[src/rtl/instruction_assembler_if.sv]
// -----------------------------------------------------------------------------
// instruction_assembler_if
//   Beat-stream input, instruction output and flush control for
//   instruction_assembler.
//
//   master : instruction-memory side / consumer side (drives beats, out_ready,
//            flush)
//   slave  : the assembler itself
//
//   flush     : synchronous clear of partial instruction and output stage
//   in_data   : instruction beat, DATA_W bits
//   in_valid  : in_data is valid
//   in_ready  : assembler accepts a beat this cycle
//   out_valid : inst and decoded fields are valid
//   out_ready : consumer takes the instruction this cycle
//   inst      : assembled instruction, INST_W bits
//   opcode    : inst[31:26]
//   addr_a    : inst[25:21] (rs)
//   addr_b    : inst[20:16] (rt)
//   mux_a     : inst[20:16] (rt)
//   mux_b     : inst[15:11] (rd)
//   imm       : inst[15:0]
//   busy      : a partial instruction is held
// -----------------------------------------------------------------------------
interface instruction_assembler_if #(
  parameter int DATA_W = 8,
  parameter int INST_W = 32
);
  logic              flush;
  logic [DATA_W-1:0] in_data;
  logic              in_valid;
  logic              in_ready;
  logic              out_valid;
  logic              out_ready;
  logic [INST_W-1:0] inst;
  logic [5:0]        opcode;
  logic [4:0]        addr_a;
  logic [4:0]        addr_b;
  logic [4:0]        mux_a;
  logic [4:0]        mux_b;
  logic [15:0]       imm;
  logic              busy;

  modport master (
    output flush, in_data, in_valid, out_ready,
    input  in_ready, out_valid, inst, opcode, addr_a, addr_b,
           mux_a, mux_b, imm, busy
  );

  modport slave (
    input  flush, in_data, in_valid, out_ready,
    output in_ready, out_valid, inst, opcode, addr_a, addr_b,
           mux_a, mux_b, imm, busy
  );
endinterface

[src/rtl/instruction_assembler.sv]
// -----------------------------------------------------------------------------
// instruction_assembler
//   Collects BEATS = INST_W/DATA_W beats into one instruction, then presents it
//   with its register-address fields decoded through a registered output stage.
//   The next instruction can be gathered while the current one waits; only the
//   final beat stalls while the output stage is full and not being drained.
//
//   Ports:
//     clk   : rising-edge clock
//     rst_n : asynchronous active-low reset (clears control and data)
//     bus   : instruction_assembler_if.slave (beat input, instruction output,
//             flush, busy)
//
//   Build option:
//     INSTREG_BIG_ENDIAN_EN undefined : beat k -> inst[DATA_W*k +: DATA_W]
//                                       (first beat least significant)
//     INSTREG_BIG_ENDIAN_EN defined   : beat k -> inst[INST_W-1-DATA_W*k -: DATA_W]
//                                       (first beat most significant)
//
//   INST_W must be a multiple of DATA_W, INST_W >= 32, BEATS >= 2. For wider
//   instructions the decoded fields come from bits [31:0].
// -----------------------------------------------------------------------------
module instruction_assembler #(
  parameter int DATA_W = 8,
  parameter int INST_W = 32
) (
  input  logic                    clk,
  input  logic                    rst_n,
  instruction_assembler_if.slave  bus
);

  localparam int BEATS = INST_W / DATA_W;
  localparam int CNT_W = $clog2(BEATS);
  localparam logic [CNT_W-1:0] LAST = CNT_W'(BEATS - 1);

  // Drop one beat into its lane of the assembly word.
  function automatic logic [INST_W-1:0] place_beat(
    input logic [INST_W-1:0] word,
    input logic [CNT_W-1:0]  idx,
    input logic [DATA_W-1:0] beat
  );
    logic [INST_W-1:0] r;
    r = word;
`ifdef INSTREG_BIG_ENDIAN_EN
    r[INST_W-1-DATA_W*int'(idx) -: DATA_W] = beat;
`else
    r[DATA_W*int'(idx) +: DATA_W] = beat;
`endif
    return r;
  endfunction

  logic [CNT_W-1:0]  cnt;
  logic [INST_W-1:0] asm_q;
  logic [INST_W-1:0] asm_nxt;

  logic              vld_p1;
  logic [INST_W-1:0] inst_p1;
  logic [5:0]        opcode_p1;
  logic [4:0]        addr_a_p1;
  logic [4:0]        addr_b_p1;
  logic [4:0]        mux_a_p1;
  logic [4:0]        mux_b_p1;
  logic [15:0]       imm_p1;

  logic last_beat;
  logic in_ready_c;
  logic accept;
  logic complete;

  // The final beat needs the output stage to be free (empty or draining);
  // earlier beats only touch the assembly buffer and are never held off,
  // except by flush.
  assign last_beat  = (cnt == LAST);
  assign in_ready_c = !bus.flush && (!last_beat || !vld_p1 || bus.out_ready);
  assign accept     = bus.in_valid && in_ready_c;
  assign complete   = accept && last_beat;
  assign asm_nxt    = place_beat(asm_q, cnt, bus.in_data);

  // ---- stage p0: beat collection ----
  always_ff @(posedge clk or negedge rst_n) begin
    if (!rst_n) begin
      cnt   <= '0;
      asm_q <= '0;
    end else if (bus.flush) begin
      cnt <= '0;
    end else if (accept) begin
      if (last_beat) begin
        cnt <= '0;
      end else begin
        cnt   <= cnt + 1'b1;
        asm_q <= asm_nxt;
      end
    end
  end

  // ---- stage p1: output stage ----
  // A completing beat takes priority over a drain so that a drain and a new
  // instruction in the same cycle leave out_valid high with no bubble.
  always_ff @(posedge clk or negedge rst_n) begin
    if (!rst_n) begin
      vld_p1 <= 1'b0;
    end else if (bus.flush) begin
      vld_p1 <= 1'b0;
    end else if (complete) begin
      vld_p1 <= 1'b1;
    end else if (vld_p1 && bus.out_ready) begin
      vld_p1 <= 1'b0;
    end
  end

  // Fields are decoded from the merged word, not from inst_p1, so they are
  // valid in the same cycle as inst.
  always_ff @(posedge clk or negedge rst_n) begin
    if (!rst_n) begin
      inst_p1   <= '0;
      opcode_p1 <= '0;
      addr_a_p1 <= '0;
      addr_b_p1 <= '0;
      mux_a_p1  <= '0;
      mux_b_p1  <= '0;
      imm_p1    <= '0;
    end else if (complete) begin
      inst_p1   <= asm_nxt;
      opcode_p1 <= asm_nxt[31:26];
      addr_a_p1 <= asm_nxt[25:21];
      addr_b_p1 <= asm_nxt[20:16];
      mux_a_p1  <= asm_nxt[20:16];
      mux_b_p1  <= asm_nxt[15:11];
      imm_p1    <= asm_nxt[15:0];
    end
  end

  assign bus.in_ready  = in_ready_c;
  assign bus.busy      = (cnt != '0);
  assign bus.out_valid = vld_p1;
  assign bus.inst      = inst_p1;
  assign bus.opcode    = opcode_p1;
  assign bus.addr_a    = addr_a_p1;
  assign bus.addr_b    = addr_b_p1;
  assign bus.mux_a     = mux_a_p1;
  assign bus.mux_b     = mux_b_p1;
  assign bus.imm       = imm_p1;

endmodule

[src/flat_wrapper.sv]
// flat-port wrapper written by rule: the top's interface ports become plain ports
module instruction_assembler_flat 
#(
  parameter int DATA_W = 8,
  parameter int INST_W = 32
)
  (clk, rst_n, bus_flush, bus_in_data, bus_in_valid, bus_out_ready, bus_in_ready, bus_out_valid, bus_inst, bus_opcode, bus_addr_a, bus_addr_b, bus_mux_a, bus_mux_b, bus_imm, bus_busy);
  instruction_assembler_if #(.DATA_W(DATA_W), .INST_W(INST_W)) bus_i ();
  input  logic clk;
  input  logic rst_n;
  input wire logic [$bits(bus_i.flush)-1:0] bus_flush;
  input wire logic [$bits(bus_i.in_data)-1:0] bus_in_data;
  input wire logic [$bits(bus_i.in_valid)-1:0] bus_in_valid;
  input wire logic [$bits(bus_i.out_ready)-1:0] bus_out_ready;
  output wire logic [$bits(bus_i.in_ready)-1:0] bus_in_ready;
  output wire logic [$bits(bus_i.out_valid)-1:0] bus_out_valid;
  output wire logic [$bits(bus_i.inst)-1:0] bus_inst;
  output wire logic [$bits(bus_i.opcode)-1:0] bus_opcode;
  output wire logic [$bits(bus_i.addr_a)-1:0] bus_addr_a;
  output wire logic [$bits(bus_i.addr_b)-1:0] bus_addr_b;
  output wire logic [$bits(bus_i.mux_a)-1:0] bus_mux_a;
  output wire logic [$bits(bus_i.mux_b)-1:0] bus_mux_b;
  output wire logic [$bits(bus_i.imm)-1:0] bus_imm;
  output wire logic [$bits(bus_i.busy)-1:0] bus_busy;
  assign bus_i.flush = bus_flush;
  assign bus_i.in_data = bus_in_data;
  assign bus_i.in_valid = bus_in_valid;
  assign bus_i.out_ready = bus_out_ready;
  assign bus_in_ready = bus_i.in_ready;
  assign bus_out_valid = bus_i.out_valid;
  assign bus_inst = bus_i.inst;
  assign bus_opcode = bus_i.opcode;
  assign bus_addr_a = bus_i.addr_a;
  assign bus_addr_b = bus_i.addr_b;
  assign bus_mux_a = bus_i.mux_a;
  assign bus_mux_b = bus_i.mux_b;
  assign bus_imm = bus_i.imm;
  assign bus_busy = bus_i.busy;
  instruction_assembler #(.DATA_W(DATA_W), .INST_W(INST_W)) u_core (.clk(clk), .rst_n(rst_n), .bus(bus_i));
endmodule
[config.mk]
export PLATFORM = sky130hd
export DESIGN_NAME = instruction_assembler_flat
export DESIGN_NICKNAME = d
export VERILOG_FILES = /design/src/rtl/instruction_assembler_if.sv /design/src/rtl/instruction_assembler.sv /design/src/flat_wrapper.sv
export SDC_FILE = /design/constraint.sdc
export NUM_CORES = 1
export LEC_CHECK = 0
export BUFFER_PORTS_ARGS = -buffer_cell sky130_fd_sc_hd__buf_2
export CORE_UTILIZATION = 38
export CTS_CLUSTER_DIAMETER = 50
export CTS_CLUSTER_SIZE = 14
export DETAILED_ROUTE_END_ITERATION = 8
export SETUP_SLACK_MARGIN = 0.02
export SKIP_CTS_REPAIR_TIMING = 1
export SLEW_MARGIN = 20
export SYNTH_ARGS = -nofsm -noshare
export SYNTH_HDL_FRONTEND = slang
export SYNTH_SLANG_ARGS = --single-unit
[constraint.sdc]
create_clock -name clk -period 4.5 [get_ports clk]
set_clock_uncertainty 0.05 [all_clocks]
set_input_delay 0 -clock clk [delete_from_list [all_inputs] [get_ports clk]]
set_output_delay 0 -clock clk [all_outputs]
set_load 0.01 [all_outputs]
==> Word-level counts from Yosys, hierarchy flattened <==
Index checks and enable logic that the tools add are counted.
{ "totals": {"in_bits": 13, "ff_bits": 104, "output_inout_bits": 77} }
{ "op_classes": {"n_eq_ne": 1, "bitwise": 2, "n_addsub": 2, "shift": 2, "n_reduce_logical": 13, "mux": 7} }
{ "ops": {"columns": ["op", "n"], "rows": [
  ["negator 5 -> 33 bit", 1],
  ["variable shift 8 x 33 -> 32 bit, first input constant", 1],
  ["indexed part select 8 x 33 -> 32 bit", 1],
  ["bitwise mux 32 bit", 1],
  ["2-to-1 mux 2 bit", 3],
  ["logical AND 1 bit", 4],
  ["nonzero test 2 bit", 2],
  ["logical NOT 1 bit", 3],
  ["2-to-1 mux 1 bit", 3],
  ["AND reduction 3 bit", 1],
  ["nonzero test 3 bit", 1],
  ["adder 2 x 1 -> 2 bit, second input constant", 1],
  ["== test 2 bit, second input constant", 1],
  ["logical OR 1 bit", 2],
  ["inverter 1 bit", 2]
]} }

==> Depth between registers and ports, before layout <==
{ "depth": {"ltp_word": 9, "depth_mapped": 7, "depth_no_buf": 5} }

==> Worst setup path after synthesis <==
No wires, ideal clock.
{ "synth_path": {"path_type": "register to register", "start": "register u_core.cnt[0]", "end": "register u_core.asm_q[0]", "slack_ns": 2.676, "stages_incl_launch_ff": 8, "t_required_ns": 4.329, "path_buffers": 2, "synth_period_minus_slack_ns": 1.824, "arrival_time_ns": 1.653, "cell_sequence": "dfrtp_1 -> inv_1 -> ha_1 -> and4bb_1 -> buf_6 -> and2_4 -> buf_6 -> a22o_1"} }
{ "synth_between": {"elab_chain_cells": 7} }
{ "synth_rtl": {"columns": ["element", "line_no", "rtl"], "rows": [
  ["from (decl)", "instruction_assembler.sv:52", "logic [CNT_W-1:0] cnt;"],
  ["from (signal assigned)", "instruction_assembler.sv:90", "cnt <= cnt + 1'b1;"],
  ["branches (longest 7 deep; another with negator 5 -> 33 bit)", null, null],
  ["to (signal assigned)", "instruction_assembler.sv:91", "asm_q <= asm_nxt;"],
  ["to (decl)", "instruction_assembler.sv:53", "logic [INST_W-1:0] asm_q;"]
]} }
Several ways; the timed one is not identified.
A chain may end at the register's enable or synchronous reset.

==> Final worst setup path <==
{ "layout_path": {"start": "register u_core.cnt[0]", "end": "register u_core.asm_q[5]"} }
Same word-level chain as after synthesis.

==> results_dict.tcl <==
set metrics [dict create \
    outcome "complete, no violations" \
    final.period_utilization_pct 45.58 \
    initial_core_util_pct 39.55 \
    cts_tree "done" \
    yosysSeqAreaShare_pct 48.38 \
    drtPass1Iterations 4 \
    hp-class "in2reg" \
    drc 0 \
    cp-start-kind "register" \
    met3_usage_pct 2.662 \
    grt_max_degree 68 \
    numCtsBuffers 9 \
    drive_gt1_share_pct 31.17 \
    final_util_pct 43.66 \
    hp-start "bus_in_data[4]" \
    fillCellCount 873 \
    synth_xor_area_share_pct 0 \
    grt_pass1_vias 2267 \
    viasPerCell 5.164 \
    place_inst 459 \
    crit_chain "inv_1 > ha_1 > and4bb_1 > and2_4 > a22o_1" \
    swShare_pct 24.24 \
    num-nets-final 383 \
    max_slew_margin_pct 43.07 \
    power_density_nw_per_um2 368.3 \
    area_growth_pct 10.40 \
    arrival_ns 2.27 \
    vdd_ir_drop_max_v 0.0002276 \
    crit_slowest_cell "and4bb_1" \
    final_area_um2 3826 \
    switching_power_mw 0.3416 \
    combPwrFrac_pct 11.1 \
    cp_max_fo 9 \
    hold_viol 0 \
    synth_mux_area_share_pct 0.2888 \
    num_io_pins 90 \
    yosys_warnings 0 \
    yosys_register_bits 67 \
    die_h_um 97.50 \
    via_count 2463 \
    grt_pass1_wl_um 12090 \
    syn_nets 348 \
    required_ns 4.72 \
    tns_ns 0 \
    synth_top_family_by_area "compound AO/OA/AOI/OAI gates" \
    synth_fa_ha_area_share_pct 2.166 \
    fmax_mhz 487.5 \
    timing.hold.ws_ns 0.004886 \
    syn-cell-area_um2 3466 \
    p_seq_share_pct 46.4 \
    die_area_um2 9506 \
    synthSimpleGateAreaFrac_pct 11.77 \
    drtAntennaViolNets 0 \
    p_int_mw 1.067 \
    place_area_um2 3561 \
    syn-instance-count 329 \
    numPortBuffers 89 \
    synth_cell_type_count 26 \
    final_cells 477 \
    antenna_found_initial 0 \
    grt.overflow.total 0 \
    row_count 34 \
    cp_slowest_stage_delay_ns 0.50 \
    rsz0062_at_grt "no" \
    clock-sinks 67 \
    maxCapViolCount 0 \
    critical-path-top-delay-family "simple AND/OR/NAND/NOR gates" \
    end_kind "register" \
    finalPower_mw 1.409 \
    wl_per_cell_um 15.76 \
    cp_num_buf_inv 1 \
    diodes 0 \
    place_hpwl_um 4781 \
    cts_buffer_depth 2 \
    detail_route.wirelength_um 7518 \
    setup_violations 0 \
    finalMaxSlewViolations 0 \
    clk_pin_slew_ns 0.08 \
    crit_type "reg2reg" \
    dr.first_iter.drc_count 121 \
    r2r-start "u_core.cnt[0]$_DFFE_PN0P_" \
    pre_cts_ws_ns 2.316 \
    place_congestion 0.7517 \
    worst_slack_ns 2.449 \
    htreeDepth 3 \
    tightest_slew_ns 0.8540 \
    core_area_um2 8763 \
    grt_use_total_pct 16.27 \
    insertion_delay_ns 0.33 \
    synth_compound_area_share_pct 22.67 \
    power_leakage_nw 2.054 \
    use_met2_pct 25.12 \
    grt_busiest_layer "met2" \
    grtUsageMet1_pct 22.53 \
    p_clk_share_pct 42.5 \
    fin_crit_ns 2.051 \
    worstSetupStartpoint "u_core.cnt[0]$_DFFE_PN0P_" \
    root_buffer "clkbuf_8" \
    syn_area_per_cell_um2 10.53 \
    fp.dieW_um 97.50 \
]
worst paths after layout:
check / depth (start not counted) / slack (ns) / to
min in group asynchronous: 3 / 0.34 / u_core.asm_q[20]$_DFFE_PN0P_
max reg2reg: 5 / 2.45 / u_core.asm_q[5]$_DFFE_PN0P_
min reg2reg: 1 / 0.44 / u_core.asm_q[10]$_DFFE_PN0P_
max in group asynchronous: 3 / 3.51 / u_core.asm_q[27]$_DFFE_PN0P_
max: 5 / 2.45 / u_core.asm_q[5]$_DFFE_PN0P_
min: 2 / 0.005 / u_core.asm_q[12]$_DFFE_PN0P_
state kept, by name, summed over array words and instances (netlist names):
signal                cells
u_core.bus.addr_b         4
u_core.bus.inst           3
u_core.bus.imm           15
u_core.bus.addr_a         4
u_core.bus.opcode         6
u_core.asm_q             32
u_core.bus.out_valid      1
u_core.cnt                2
power groups by stage:
stage	combinational (mW)	clock (mW)	sequential (mW)
after floorplan	0.111	0	0.664
after global placement	0.154	0	0.664
after detailed placement	0.155	0	0.665
after CTS	0.157	0.613	0.654
after global routing	0.172	0.639	0.658
final	0.156	0.599	0.654
logic make-up after synthesis:
family,count (synthesis)
muxes,1
adders and majority gates,6
buffers and inverters,72
and+or+nand+nor,51
DFF,67
AOI/OAI and AO/OA,132
final cells by class:
cell class / count / area (µm²) / share of cell area [%]
clock buffer: 9 / 123.9 / 3.237
clock inverter: 7 / 116.4 / 3.041
inverter: 4 / 15.01 / 0.3924
multi-input combinational: 190 / 1286 / 33.62
sequential: 67 / 1677 / 43.82
tap: 108 / 135.1 / 3.532
timing repair buffer: 92 / 473.0 / 12.36
cell usage after synthesis:
master	count	area [µm²]
dfrtp_1	67	1677
buf_4	42	315.3
o21ai_0	36	180.2
a21oi_1	33	165.2
a22o_1	32	280.3
o21ai_1	29	145.1
and2b_1	26	195.2
buf_6	11	123.9
buf_1	8	30.03
clkbuf_1	7	26.28
nor2b_1	7	43.79
ha_1	6	75.07
and2_4	4	35.03
inv_1	4	15.01
nand2_1	4	15.01
and4bb_1	3	37.54
a21boi_0	1	7.510
and4b_1	1	10.01
mux2i_1	1	10.01
nand2b_1	1	6.260
nand3b_4	1	20.02
nor3b_4	1	18.77
o31ai_1	1	7.510
or2_4	1	8.760
or2b_1	1	7.510
or4b_2	1	10.01
layout by cell type, fill, tap and decap left out, types with 2 or more instances in the layout:
cell type and count:
dfrtp_1 67, bufinv_16 3, dlygate4sd3_1 2, o21ai_1 29, and4bb_1 3, ha_1 6
o21ai_0 36, buf_2 89, a21oi_1 33, nor2b_1 6, inv_1 4, nand2_1 4
clkbuf_8 9, clkinv_2 2, and2_4 4, and2b_1 26, a22o_1 32
per-layer routing:
layer / wire length [µm] / part of all wire, % / vias to the layer above
li1: - / - / 1187
met1: 3416 / 45 / 1189
met2: 3626 / 48 / 81
met3: 391 / 5.2 / 6
met4: 84 / 1.1 / 0
met5: 0 / 0 / -
Note: power is estimated with default switching activity, not from simulation.
